<file path="src/rtl/mem_access_unit_if.sv">
// -----------------------------------------------------------------------------
// mem_access_unit_if
// Bundles the three channels of the load/store front-end:
//   request  : reqValid/reqReady handshake plus write, size, unsigned, address
//              and right-aligned store data from the core
//   response : respValid/respReady handshake plus load data and error flag
//   memory   : aligned word address, read/write strobes and data to/from RAM
// Modport slave is the load/store unit; modport master is the core plus RAM
// side that drives requests, accepts responses and supplies read data.
// -----------------------------------------------------------------------------
interface mem_access_unit_if;
    logic        reqValid;
    logic        reqReady;
    logic        reqWrite;
    logic [1:0]  reqSize;
    logic        reqUnsigned;
    logic [31:0] reqAddress;
    logic [31:0] reqWriteData;

    logic        respValid;
    logic        respReady;
    logic [31:0] respData;
    logic        respError;

    logic [31:0] memAddress;
    logic        memReadEnable;
    logic        memWriteEnable;
    logic [31:0] memWriteData;
    logic [31:0] memReadData;

    modport slave (
        input  reqValid, reqWrite, reqSize, reqUnsigned, reqAddress, reqWriteData,
        output reqReady,
        output respValid, respData, respError,
        input  respReady,
        output memAddress, memReadEnable, memWriteEnable, memWriteData,
        input  memReadData
    );

    modport master (
        output reqValid, reqWrite, reqSize, reqUnsigned, reqAddress, reqWriteData,
        input  reqReady,
        input  respValid, respData, respError,
        output respReady,
        input  memAddress, memReadEnable, memWriteEnable, memWriteData,
        output memReadData
    );
endinterface

</file>
<file path="src/rtl/mem_access_unit.sv">
// -----------------------------------------------------------------------------
// mem_access_unit
// Load/store front-end for a 32-bit big-endian word RAM (posedge write,
// negedge read). Accepts byte/half/word loads and stores, issues only aligned
// word accesses, performs read-modify-write for sub-word stores and returns
// sign/zero-extended load data. Misaligned or illegal-size requests get an
// error response without any RAM access.
// Ports:
//   clk  - sole clock, all state on posedge
//   rst  - asynchronous active-low reset
//   bus  - mem_access_unit_if.slave (request, response and RAM channels)
// All outputs are driven straight from flops.
// -----------------------------------------------------------------------------
module mem_access_unit (
    input  logic                    clk,
    input  logic                    rst,
    mem_access_unit_if.slave        bus
);

    localparam logic [1:0] SIZE_BYTE = 2'b00;
    localparam logic [1:0] SIZE_HALF = 2'b01;
    localparam logic [1:0] SIZE_WORD = 2'b10;

    typedef enum logic [1:0] {
        ST_IDLE  = 2'b00,
        ST_READ  = 2'b01,
        ST_WRITE = 2'b10,
        ST_RESP  = 2'b11
    } state_t;

    // Misaligned halves/words and the reserved size code are rejected.
    function automatic logic is_bad_access(input logic [1:0] size, input logic [1:0] off);
        logic bad;
        case (size)
            SIZE_BYTE: bad = 1'b0;
            SIZE_HALF: bad = off[0];
            SIZE_WORD: bad = (off != 2'b00);
            default:   bad = 1'b1;
        endcase
        return bad;
    endfunction

    // Big-endian lane select: offset 0 is the most significant byte.
    function automatic logic [31:0] load_extract(input logic [31:0] word,
                                                 input logic [1:0]  off,
                                                 input logic [1:0]  size,
                                                 input logic        uns);
        logic [7:0]  lane_b;
        logic [15:0] lane_h;
        logic [31:0] res;
        case (off)
            2'b00:   lane_b = word[31:24];
            2'b01:   lane_b = word[23:16];
            2'b10:   lane_b = word[15:8];
            2'b11:   lane_b = word[7:0];
            default: lane_b = 8'h00;
        endcase
        case (off)
            2'b00:   lane_h = word[31:16];
            2'b10:   lane_h = word[15:0];
            default: lane_h = 16'h0000;
        endcase
        case (size)
            SIZE_BYTE: res = {{24{lane_b[7] & ~uns}}, lane_b};
            SIZE_HALF: res = {{16{lane_h[15] & ~uns}}, lane_h};
            SIZE_WORD: res = word;
            default:   res = 32'h0000_0000;
        endcase
        return res;
    endfunction

    // Replace only the addressed lane(s) of the old word with the store data.
    function automatic logic [31:0] store_merge(input logic [31:0] word,
                                                input logic [1:0]  off,
                                                input logic [1:0]  size,
                                                input logic [31:0] data);
        logic [31:0] res;
        case (size)
            SIZE_BYTE: begin
                case (off)
                    2'b00:   res = {data[7:0], word[23:0]};
                    2'b01:   res = {word[31:24], data[7:0], word[15:0]};
                    2'b10:   res = {word[31:16], data[7:0], word[7:0]};
                    2'b11:   res = {word[31:8], data[7:0]};
                    default: res = word;
                endcase
            end
            SIZE_HALF: begin
                if (off[1]) begin
                    res = {word[31:16], data[15:0]};
                end else begin
                    res = {data[15:0], word[15:0]};
                end
            end
            SIZE_WORD: res = data;
            default:   res = word;
        endcase
        return res;
    endfunction

    state_t      state_q,      state_d;
    logic [31:0] addr_q,       addr_d;
    logic [1:0]  size_q,       size_d;
    logic        write_q,      write_d;
    logic        unsigned_q,   unsigned_d;
    logic [31:0] wdata_q,      wdata_d;
    logic        req_ready_q,  req_ready_d;
    logic        resp_valid_q, resp_valid_d;
    logic [31:0] resp_data_q,  resp_data_d;
    logic        resp_error_q, resp_error_d;
    logic        mem_re_q,     mem_re_d;
    logic        mem_we_q,     mem_we_d;
    logic [31:0] mem_addr_q,   mem_addr_d;
    logic [31:0] mem_wdata_q,  mem_wdata_d;

    assign bus.reqReady       = req_ready_q;
    assign bus.respValid      = resp_valid_q;
    assign bus.respData       = resp_data_q;
    assign bus.respError      = resp_error_q;
    assign bus.memReadEnable  = mem_re_q;
    assign bus.memWriteEnable = mem_we_q;
    assign bus.memAddress     = mem_addr_q;
    assign bus.memWriteData   = mem_wdata_q;

    // Next-state and next-output computation; every output is registered so
    // strobes and response fields appear the cycle after the deciding edge.
    always_comb begin
        state_d      = state_q;
        addr_d       = addr_q;
        size_d       = size_q;
        write_d      = write_q;
        unsigned_d   = unsigned_q;
        wdata_d      = wdata_q;
        req_ready_d  = req_ready_q;
        resp_valid_d = resp_valid_q;
        resp_data_d  = resp_data_q;
        resp_error_d = resp_error_q;
        mem_re_d     = 1'b0;
        mem_we_d     = 1'b0;
        mem_addr_d   = mem_addr_q;
        mem_wdata_d  = mem_wdata_q;

        case (state_q)
            ST_IDLE: begin
                if (bus.reqValid && req_ready_q) begin
                    addr_d      = bus.reqAddress;
                    size_d      = bus.reqSize;
                    write_d     = bus.reqWrite;
                    unsigned_d  = bus.reqUnsigned;
                    wdata_d     = bus.reqWriteData;
                    req_ready_d = 1'b0;
                    if (is_bad_access(bus.reqSize, bus.reqAddress[1:0])) begin
                        state_d      = ST_RESP;
                        resp_valid_d = 1'b1;
                        resp_error_d = 1'b1;
                        resp_data_d  = 32'h0000_0000;
                    end else if (bus.reqWrite && (bus.reqSize == SIZE_WORD)) begin
                        state_d     = ST_WRITE;
                        mem_we_d    = 1'b1;
                        mem_addr_d  = {bus.reqAddress[31:2], 2'b00};
                        mem_wdata_d = bus.reqWriteData;
                    end else begin
                        state_d    = ST_READ;
                        mem_re_d   = 1'b1;
                        mem_addr_d = {bus.reqAddress[31:2], 2'b00};
                    end
                end else begin
                    // Also raises ready on the first edge after reset release.
                    req_ready_d = 1'b1;
                end
            end
            ST_READ: begin
                // The RAM presents data on the negedge inside this cycle; the
                // merged store word is itself the captured word register.
                if (write_q) begin
                    state_d     = ST_WRITE;
                    mem_we_d    = 1'b1;
                    mem_wdata_d = store_merge(bus.memReadData, addr_q[1:0], size_q, wdata_q);
                end else begin
                    state_d      = ST_RESP;
                    resp_valid_d = 1'b1;
                    resp_error_d = 1'b0;
                    resp_data_d  = load_extract(bus.memReadData, addr_q[1:0], size_q, unsigned_q);
                end
            end
            ST_WRITE: begin
                state_d      = ST_RESP;
                resp_valid_d = 1'b1;
                resp_error_d = 1'b0;
                resp_data_d  = 32'h0000_0000;
            end
            ST_RESP: begin
                if (bus.respReady) begin
                    state_d      = ST_IDLE;
                    resp_valid_d = 1'b0;
                    resp_error_d = 1'b0;
                    resp_data_d  = 32'h0000_0000;
                    req_ready_d  = 1'b1;
                end else begin
                    state_d = ST_RESP;
                end
            end
            default: begin
                state_d      = ST_IDLE;
                resp_valid_d = 1'b0;
                resp_error_d = 1'b0;
                resp_data_d  = 32'h0000_0000;
                req_ready_d  = 1'b0;
            end
        endcase
    end

    // State and output registers with asynchronous clear.
    always_ff @(posedge clk or negedge rst) begin
        if (!rst) begin
            state_q      <= ST_IDLE;
            addr_q       <= 32'h0000_0000;
            size_q       <= 2'b00;
            write_q      <= 1'b0;
            unsigned_q   <= 1'b0;
            wdata_q      <= 32'h0000_0000;
            req_ready_q  <= 1'b0;
            resp_valid_q <= 1'b0;
            resp_data_q  <= 32'h0000_0000;
            resp_error_q <= 1'b0;
            mem_re_q     <= 1'b0;
            mem_we_q     <= 1'b0;
            mem_addr_q   <= 32'h0000_0000;
            mem_wdata_q  <= 32'h0000_0000;
        end else begin
            state_q      <= state_d;
            addr_q       <= addr_d;
            size_q       <= size_d;
            write_q      <= write_d;
            unsigned_q   <= unsigned_d;
            wdata_q      <= wdata_d;
            req_ready_q  <= req_ready_d;
            resp_valid_q <= resp_valid_d;
            resp_data_q  <= resp_data_d;
            resp_error_q <= resp_error_d;
            mem_re_q     <= mem_re_d;
            mem_we_q     <= mem_we_d;
            mem_addr_q   <= mem_addr_d;
            mem_wdata_q  <= mem_wdata_d;
        end
    end

endmodule

</file>
<file path="src/flat_wrapper.sv">
// flat-port wrapper written by rule: the top's interface ports become plain ports
module mem_access_unit_flat 
  (clk, rst, bus_reqValid, bus_reqWrite, bus_reqSize, bus_reqUnsigned, bus_reqAddress, bus_reqWriteData, bus_reqReady, bus_respValid, bus_respData, bus_respError, bus_respReady, bus_memAddress, bus_memReadEnable, bus_memWriteEnable, bus_memWriteData, bus_memReadData);
  mem_access_unit_if bus_i ();
  input  logic clk;
  input  logic rst;
  input wire logic [$bits(bus_i.reqValid)-1:0] bus_reqValid;
  input wire logic [$bits(bus_i.reqWrite)-1:0] bus_reqWrite;
  input wire logic [$bits(bus_i.reqSize)-1:0] bus_reqSize;
  input wire logic [$bits(bus_i.reqUnsigned)-1:0] bus_reqUnsigned;
  input wire logic [$bits(bus_i.reqAddress)-1:0] bus_reqAddress;
  input wire logic [$bits(bus_i.reqWriteData)-1:0] bus_reqWriteData;
  output wire logic [$bits(bus_i.reqReady)-1:0] bus_reqReady;
  output wire logic [$bits(bus_i.respValid)-1:0] bus_respValid;
  output wire logic [$bits(bus_i.respData)-1:0] bus_respData;
  output wire logic [$bits(bus_i.respError)-1:0] bus_respError;
  input wire logic [$bits(bus_i.respReady)-1:0] bus_respReady;
  output wire logic [$bits(bus_i.memAddress)-1:0] bus_memAddress;
  output wire logic [$bits(bus_i.memReadEnable)-1:0] bus_memReadEnable;
  output wire logic [$bits(bus_i.memWriteEnable)-1:0] bus_memWriteEnable;
  output wire logic [$bits(bus_i.memWriteData)-1:0] bus_memWriteData;
  input wire logic [$bits(bus_i.memReadData)-1:0] bus_memReadData;
  assign bus_i.reqValid = bus_reqValid;
  assign bus_i.reqWrite = bus_reqWrite;
  assign bus_i.reqSize = bus_reqSize;
  assign bus_i.reqUnsigned = bus_reqUnsigned;
  assign bus_i.reqAddress = bus_reqAddress;
  assign bus_i.reqWriteData = bus_reqWriteData;
  assign bus_reqReady = bus_i.reqReady;
  assign bus_respValid = bus_i.respValid;
  assign bus_respData = bus_i.respData;
  assign bus_respError = bus_i.respError;
  assign bus_i.respReady = bus_respReady;
  assign bus_memAddress = bus_i.memAddress;
  assign bus_memReadEnable = bus_i.memReadEnable;
  assign bus_memWriteEnable = bus_i.memWriteEnable;
  assign bus_memWriteData = bus_i.memWriteData;
  assign bus_i.memReadData = bus_memReadData;
  mem_access_unit u_core (.clk(clk), .rst(rst), .bus(bus_i));
endmodule
</file>
<file path="config.mk">
export PLATFORM = sky130hd
export DESIGN_NAME = mem_access_unit_flat
export DESIGN_NICKNAME = d
export VERILOG_FILES = /design/src/rtl/mem_access_unit_if.sv /design/src/rtl/mem_access_unit.sv /design/src/flat_wrapper.sv
export SDC_FILE = /design/constraint.sdc
export NUM_CORES = 1
export LEC_CHECK = 0
export BUFFER_PORTS_ARGS = -buffer_cell sky130_fd_sc_hd__buf_4
export CAP_MARGIN = 20
export CORE_MARGIN = 2
export CORE_UTILIZATION = 57
export DETAILED_ROUTE_END_ITERATION = 12
export PLACE_DENSITY = 0.93
export RECOVER_POWER = 50
export SETUP_SLACK_MARGIN = 0.3
export SLEW_MARGIN = 10
export SYNTH_ARGS = -nofsm -noshare
export SYNTH_HDL_FRONTEND = slang
export SYNTH_SLANG_ARGS = --single-unit
export TNS_END_PERCENT = 20
</file>
<file path="constraint.sdc">
create_clock -name clk -period 4.1 [get_ports clk]
set_input_delay 0.41 -clock clk [delete_from_list [all_inputs] [get_ports clk]]
set_output_delay 0.41 -clock clk [all_outputs]
set_load 0.1 [all_outputs]
</file>
==> flow_summary.toml, run 1 <==
[floorplan]
rows = 41
die_h_um = 116.2
dieArea_um2 = 13510
core-area_um2 = 12470
pin_count = 205
initial_utilization = 0.5760
die_w_um = 116.2

[critical_path]
slowest_stage = "a32o_2"
worstPathCellList = "nor4bb_4 -> buf_4 -> a32o_2 -> buf_4 -> nor2_1 -> a21oi_1"
crit_family = "compound AO/OA/AOI/OAI gates"
worst_ep_required_time_ns = 4.44
critPathBufInv = 2
rr_worst_depth = 6
endpoint_kind = "flip-flop"
worstSetupPathType = "flip-flop to flip-flop"
cp-start-kind = "flip-flop"
cpMostUsedCell = "buf_4"
worstSetupPathDepth = 6
r2r_slack_ns = 1.25
timing.critical_path.from = "u_core.state_q[1]"
crit_path_end = "u_core.bus.memWriteData[0]"
worst-path-max-fanout = 45
r2r-end = "u_core.bus.memWriteData[0]"
cpPeakStageDelay_ns = 0.82
regToRegStartpoint = "u_core.state_q[1]"
cp.arrival_ns = 3.19

[cells_and_area]
drive_above_1_share = 0.3545
final_cell_mix = "buf_4 (165), dfrtp_1 (139), mux2_2 (80), clkbuf_1 (50), nor2_1 (43)"
layout.nets = 927
layout_commonest_cell = "buf_4"
n_antenna_cell = 0
syn2layout_area_growth_pct = 27.27

[synth]
synth_area_um2 = 7181
synthFlopType = "dfrtp_1"
ys_seq_elements = 139
synth_cell_types = 54
syn_area_per_cell_um2 = 11.06
yosysTopAreaCell = "dfrtp_1"
async_flop_share = 1.000
synthCells = 649
ys_seq_area_frac = 0.4844
yosys-top-cells-area = "dfrtp_1 (48%), mux2_2 (13%), o2bb2ai_1 (3.0%)"
yosysTopAreaCellShare = 0.4844
synth-edff-count = 0
yosysWarnings = 0

[route]
avgRoutedWirePerCell_um = 22.78
route.detailed.drc = 0
drt_pass1_iterations = 7
post_drt_via_cell_ratio = 6.468
drt-initial-drc-count = 884
wirelength_mm = 22.94
vias = 6513
ant_nets = 0

[global_route]
grt-ovfl-total = 0
grt_pass1_wl_mm = 35.16
grt_max_degree = 111
grt_pass1_vias = 6498
grt.total_usage = 0.3446
antenna_found_initial = 0

[run]
drv_cap = 1

[min_path]
hold_path_class = "primary input to flip-flop"

[sta]
max_freq_ghz = 0.3507
setup_tns_ns = 0
tightest_slew_ns = 2.703
period_needed_ns = 2.851
clock_skew_ns = 0.006236
slew_viol_final = 111
rsz0062_at_grt = "no"
setup_violations = 0
hold_viol_final = 0
finalCritPeriodShare = 0.6954
max_slew_margin = -0.8017

[placement]
io_buffers = 202
routabilityCongestion = 0.9287
dpl.hpwl_mm = 16.34

[clocking]
cts_tree = "done"
cts_setup_buffers = 0
cts-hold-fix-buffers = 0
cts.path.max_buffers = 2
clkTransAtPathRegs_ns = 0.06
numCtsBuffers = 17
cts-root-buf = "clkbuf_16"
h-tree-depth = 4
clock_sinks = 139
insertion_delay_ns = 0.43
cts_resized = 0

[status]
status = "complete, but fails checks"
violations = "max-capacitance violations, max-slew violations"
-- registers in the layout, indices dropped and copies added (netlist names) --
| signal | count |
|---|---|
| u_core.unsigned_q | 1 |
| u_core.size_q | 2 |
| u_core.bus.respError | 1 |
| u_core.bus.memWriteData | 32 |
| u_core.bus.reqReady | 1 |
| u_core.addr_q | 2 |
| u_core.bus.respValid | 1 |
| u_core.state_q | 2 |
| u_core.write_q | 1 |
| u_core.bus.respData | 32 |
| u_core.bus.memWriteEnable | 1 |
| u_core.wdata_q | 32 |
| u_core.bus.memReadEnable | 1 |
| u_core.bus.memAddress | 30 |
-- cell families after synthesis --
family | count (synthesis) | synth area share
compound gates | 216 | 0.2162
buf+inv | 68 | 0.04478
flops | 139 | 0.4844
mux | 100 | 0.1655
other cells | 1 | 0.0005222
simple gates | 125 | 0.08852
-- per-stage QoR --
step / hold WS [ns] / util / instances / cell area, µm² / setup WS [ns]
floorplan: 0.1144 / - / 650 / 7184 / 1.818
CTS: 0.1610 / 0.7472 / 1006 / 9314 / 1.228
detailed placement: 0.4801 / 0.7003 / 975 / 8730 / 1.234
finish: 0.2099 / 0.7331 / 1007 / 9139 / 1.249
global placement: 0.4752 / 0.7003 / 975 / 8730 / 1.416
global route: 0.1990 / 0.7331 / 1007 / 9139 / 0.7585
-- synth_stat cells (2+ instances only) --
cell type	n
buf_2	29
nor2b_1	6
clkbuf_1	22
a221o_1	7
o22ai_1	12
nor3b_1	2
a21o_1	9
a22oi_1	24
a311oi_1	2
o21a_1	3
a221oi_1	9
o2bb2ai_1	25
inv_1	8
buf_6	2
nor2_1	43
nand3_1	3
a211oi_1	3
mux2_2	80
nand3b_1	2
a21bo_2	5
buf_1	3
nand4bb_1	8
mux4_2	7
a21oi_1	27
buf_4	4
nor3_1	3
and2_1	2
dfrtp_1	139
o22a_1	8
nand2b_1	2
a31oi_1	24
o21ai_0	34
a32oi_1	7
and3b_1	3
a222oi_1	8
mux2i_1	13
nand2_1	42
and3_1	3
-- final cells by class --
cell class,count,area [µm²]
sequential,139,3478
timing repair buffer,214,1425
clock buffer,22,464.2
multi-input combinational,443,3406
tap,172,215.2
fill,887,3327
inverter,8,30.03
clock inverter,9,120.1
-- metal layers --
| metal | up-vias | share of wire | global-route usage |
|---|---|---|---|
| met3 | 74 | 0.11 | 0.1002 |
| li1 | 2822 | - | - |
| met4 | 0 | 0.043 | 0.1810 |
| met5 | - | 0 | 0 |
| met1 | 3150 | 0.37 | 0.4213 |
| met2 | 467 | 0.48 | 0.5566 |
-- how the worst min path moves through the flow --
stage                                  from                        end  cells past startpoint
global placement    u_core.bus.respData[31]    u_core.bus.respData[31]                      1
finish                    bus_reqAddress[4]   u_core.bus.memAddress[4]                      2
CTS                                     rst    u_core.bus.respData[23]                      1
detailed placement  u_core.bus.respData[16]    u_core.bus.respData[16]                      1
floorplan                               rst           u_core.addr_q[0]                      0
global route             bus_reqAddress[26]  u_core.bus.memAddress[26]                      2
Power of run 1 is left out: the tool's default activity adds up to more than one toggle a clock period on the data nets, which glitch-free logic cannot reach.
==> run 2, diff against run 1 <==
Settings changed: CORE_UTILIZATION 57 to 48, PLACE_DENSITY 0.93 to 0.85.
Clock period 4.1 ns to 2.31 ns, I/O delays scaled along.
==> flow_summary.toml, run 2 (synthesis gave the netlist of run 1 again) <==
[status]
status = "finished clean"

[placement]
dp_slack_ns = 0.1792
io_buffers = 202
routabilityCongestion = 0.9461
place_area_um2 = 8939
dpl.hpwl_mm = 15.98

[cells_and_area]
syn2layout_area_growth_pct = 31.63
final_cell_mix = "buf_4 (183), dfrtp_1 (135), mux2_2 (80), clkbuf_1 (47), nor2_1 (43)"
drive_above_1_share = 0.3840
layout.nets = 954
layout_commonest_cell = "buf_4"
n_antenna_cell = 0
final_area_um2 = 9452

[critical_path]
cp.arrival_ns = 2.29
cpPeakStageDelay_ns = 0.48
cp-start-kind = "flip-flop"
worstPathCellList = "buf_4 -> o21bai_1 -> mux2_2 -> o21ai_0 -> a31oi_1"
rr_worst_depth = 5
worst-path-max-fanout = 17
regToRegStartpoint = "u_core.addr_q[0]"
r2r_slack_ns = 0.32
crit_path_end = "u_core.bus.memWriteData[17]"
timing.critical_path.from = "u_core.addr_q[0]"
endpoint_kind = "flip-flop"
worst_ep_required_time_ns = 2.61
worstSetupPathType = "flip-flop to flip-flop"
slowest_stage = "o21bai_1"
r2r-end = "u_core.bus.memWriteData[17]"

[sta]
finalCritPeriodShare = 0.8601
setup_violations = 0
tightest_slew_ns = 1.208
rsz0062_at_grt = "yes"
hold_viol_final = 0
clock_skew_ns = 0.01299
setup_tns_ns = 0
period_needed_ns = 1.987
max_freq_ghz = 0.5033
max_slew_margin = 0.1980
worst_slack_ns = 0.3232
slew_viol_final = 0

[run]
drv_cap = 0

[floorplan]
initial_utilization = 0.4922
die_h_um = 126.3
die_w_um = 126.3
core-area_um2 = 14590
dieArea_um2 = 15950
rows = 44
pin_count = 205

[clocking]
clock_sinks = 139
h-tree-depth = 4
insertion_delay_ns = 0.43
cts-root-buf = "clkbuf_16"
clkTransAtPathRegs_ns = 0.07
numCtsBuffers = 17
cts_tree = "done"
cts.path.max_buffers = 2

[min_path]
hold_path_class = "primary input to flip-flop"

[global_route]
grtUsageMet2 = 0.4396
busiest_layer = "met2"
grt-ovfl-total = 0
grt_pass1_vias = 6317
grt.total_usage = 0.2799
grt_use_met1 = 0.3672
grt_pass1_wl_mm = 34.65
grt_max_degree = 72
antenna_found_initial = 0
grtUsageMet3 = 0.07718

[route]
post_drt_via_cell_ratio = 6.289
ant_nets = 0
vias = 6578
drt_pass1_iterations = 8
route.detailed.drc = 0
avgRoutedWirePerCell_um = 21.83
wirelength_mm = 22.84
drt-initial-drc-count = 663
## run 2: cell count changes in the layout (fill, tap and decap cells not counted), moves of 3 or more
cell        before  now
dfrtp_1        139  135
buf_6            0    4
clkbuf_1        50   47
dfrtp_2          0    4
clkinv_2         6    3
buf_12           0    3
clkinvlp_4       0    5
buf_4          165  183
## run 2: per-layer routing
layer | wire (µm) | vias to the layer above
met5 | 0 | -
met4 | 844 | 0
met3 | 2498 | 59
met2 | 10670 | 441
met1 | 8825 | 3199
li1 | - | 2879
## run 2: metrics by stage
| stage | hold slack (ns) | utilization | std cells |
|---|---|---|---|
| finish | 0.03092 | 0.6479 | 1046 |
| global route | 0.02384 | 0.6479 | 1046 |
| CTS | 0.02354 | 0.6536 | 1038 |
| detailed placement | 0.2899 | 0.6127 | 1006 |
| global placement | 0.2895 | 0.6127 | 1006 |
| floorplan | -0.06459 | - | 650 |
## run 2: critical path: cells and delay by family, from the launching register on
| kind | cells | cell delay (ns) |
|---|---|---|
| AO/OA/AOI/OAI | 3 | 0.80 |
| flip-flops | 1 | 0.43 |
| multiplexers | 1 | 0.39 |
| buffers and inverters | 1 | 0.23 |
## run 2: area by class of cell
cell class	count	area, µm²
Clock buffer	21	480.5
Clock inverter	10	91.34
Fill cell	1142	5137
Inverter	8	30.03
Multi-Input combinational cell	444	3441
Sequential cell	139	3483
Tap cell	184	230.2
Timing Repair Buffer	240	1695
## run 2: what timing repair did
| action | 4_1_cts | 5_1_grt |
|---|---|---|
| hold endpoints to repair | 69 | 0 |
| buffers inserted | 0 | 5 |
| gates cloned | 0 | 3 |
| pin swaps | 0 | 2 |
| resized for setup | 2 | 8 |
| hold buffers | 1 | 0 |
| endpoints found under the setup margin | 10 | 58 |
## run 2: worst min path at each step
stage / from / to / slack [ns] / cells after the start
final: bus_reqAddress[27] / u_core.bus.memAddress[27] / 0.03 / 2
after detailed placement: rst / u_core.bus.memAddress[4] / 0.29 / 1
after floorplan: rst / u_core.addr_q[0] / -0.06 / 0
after CTS: bus_reqAddress[27] / u_core.bus.memAddress[27] / 0.02 / 2
after global placement: rst / u_core.bus.memAddress[10] / 0.29 / 1
after global routing: bus_reqAddress[26] / u_core.bus.memAddress[26] / 0.02 / 2
Power of run 2 is left out for the same reason.
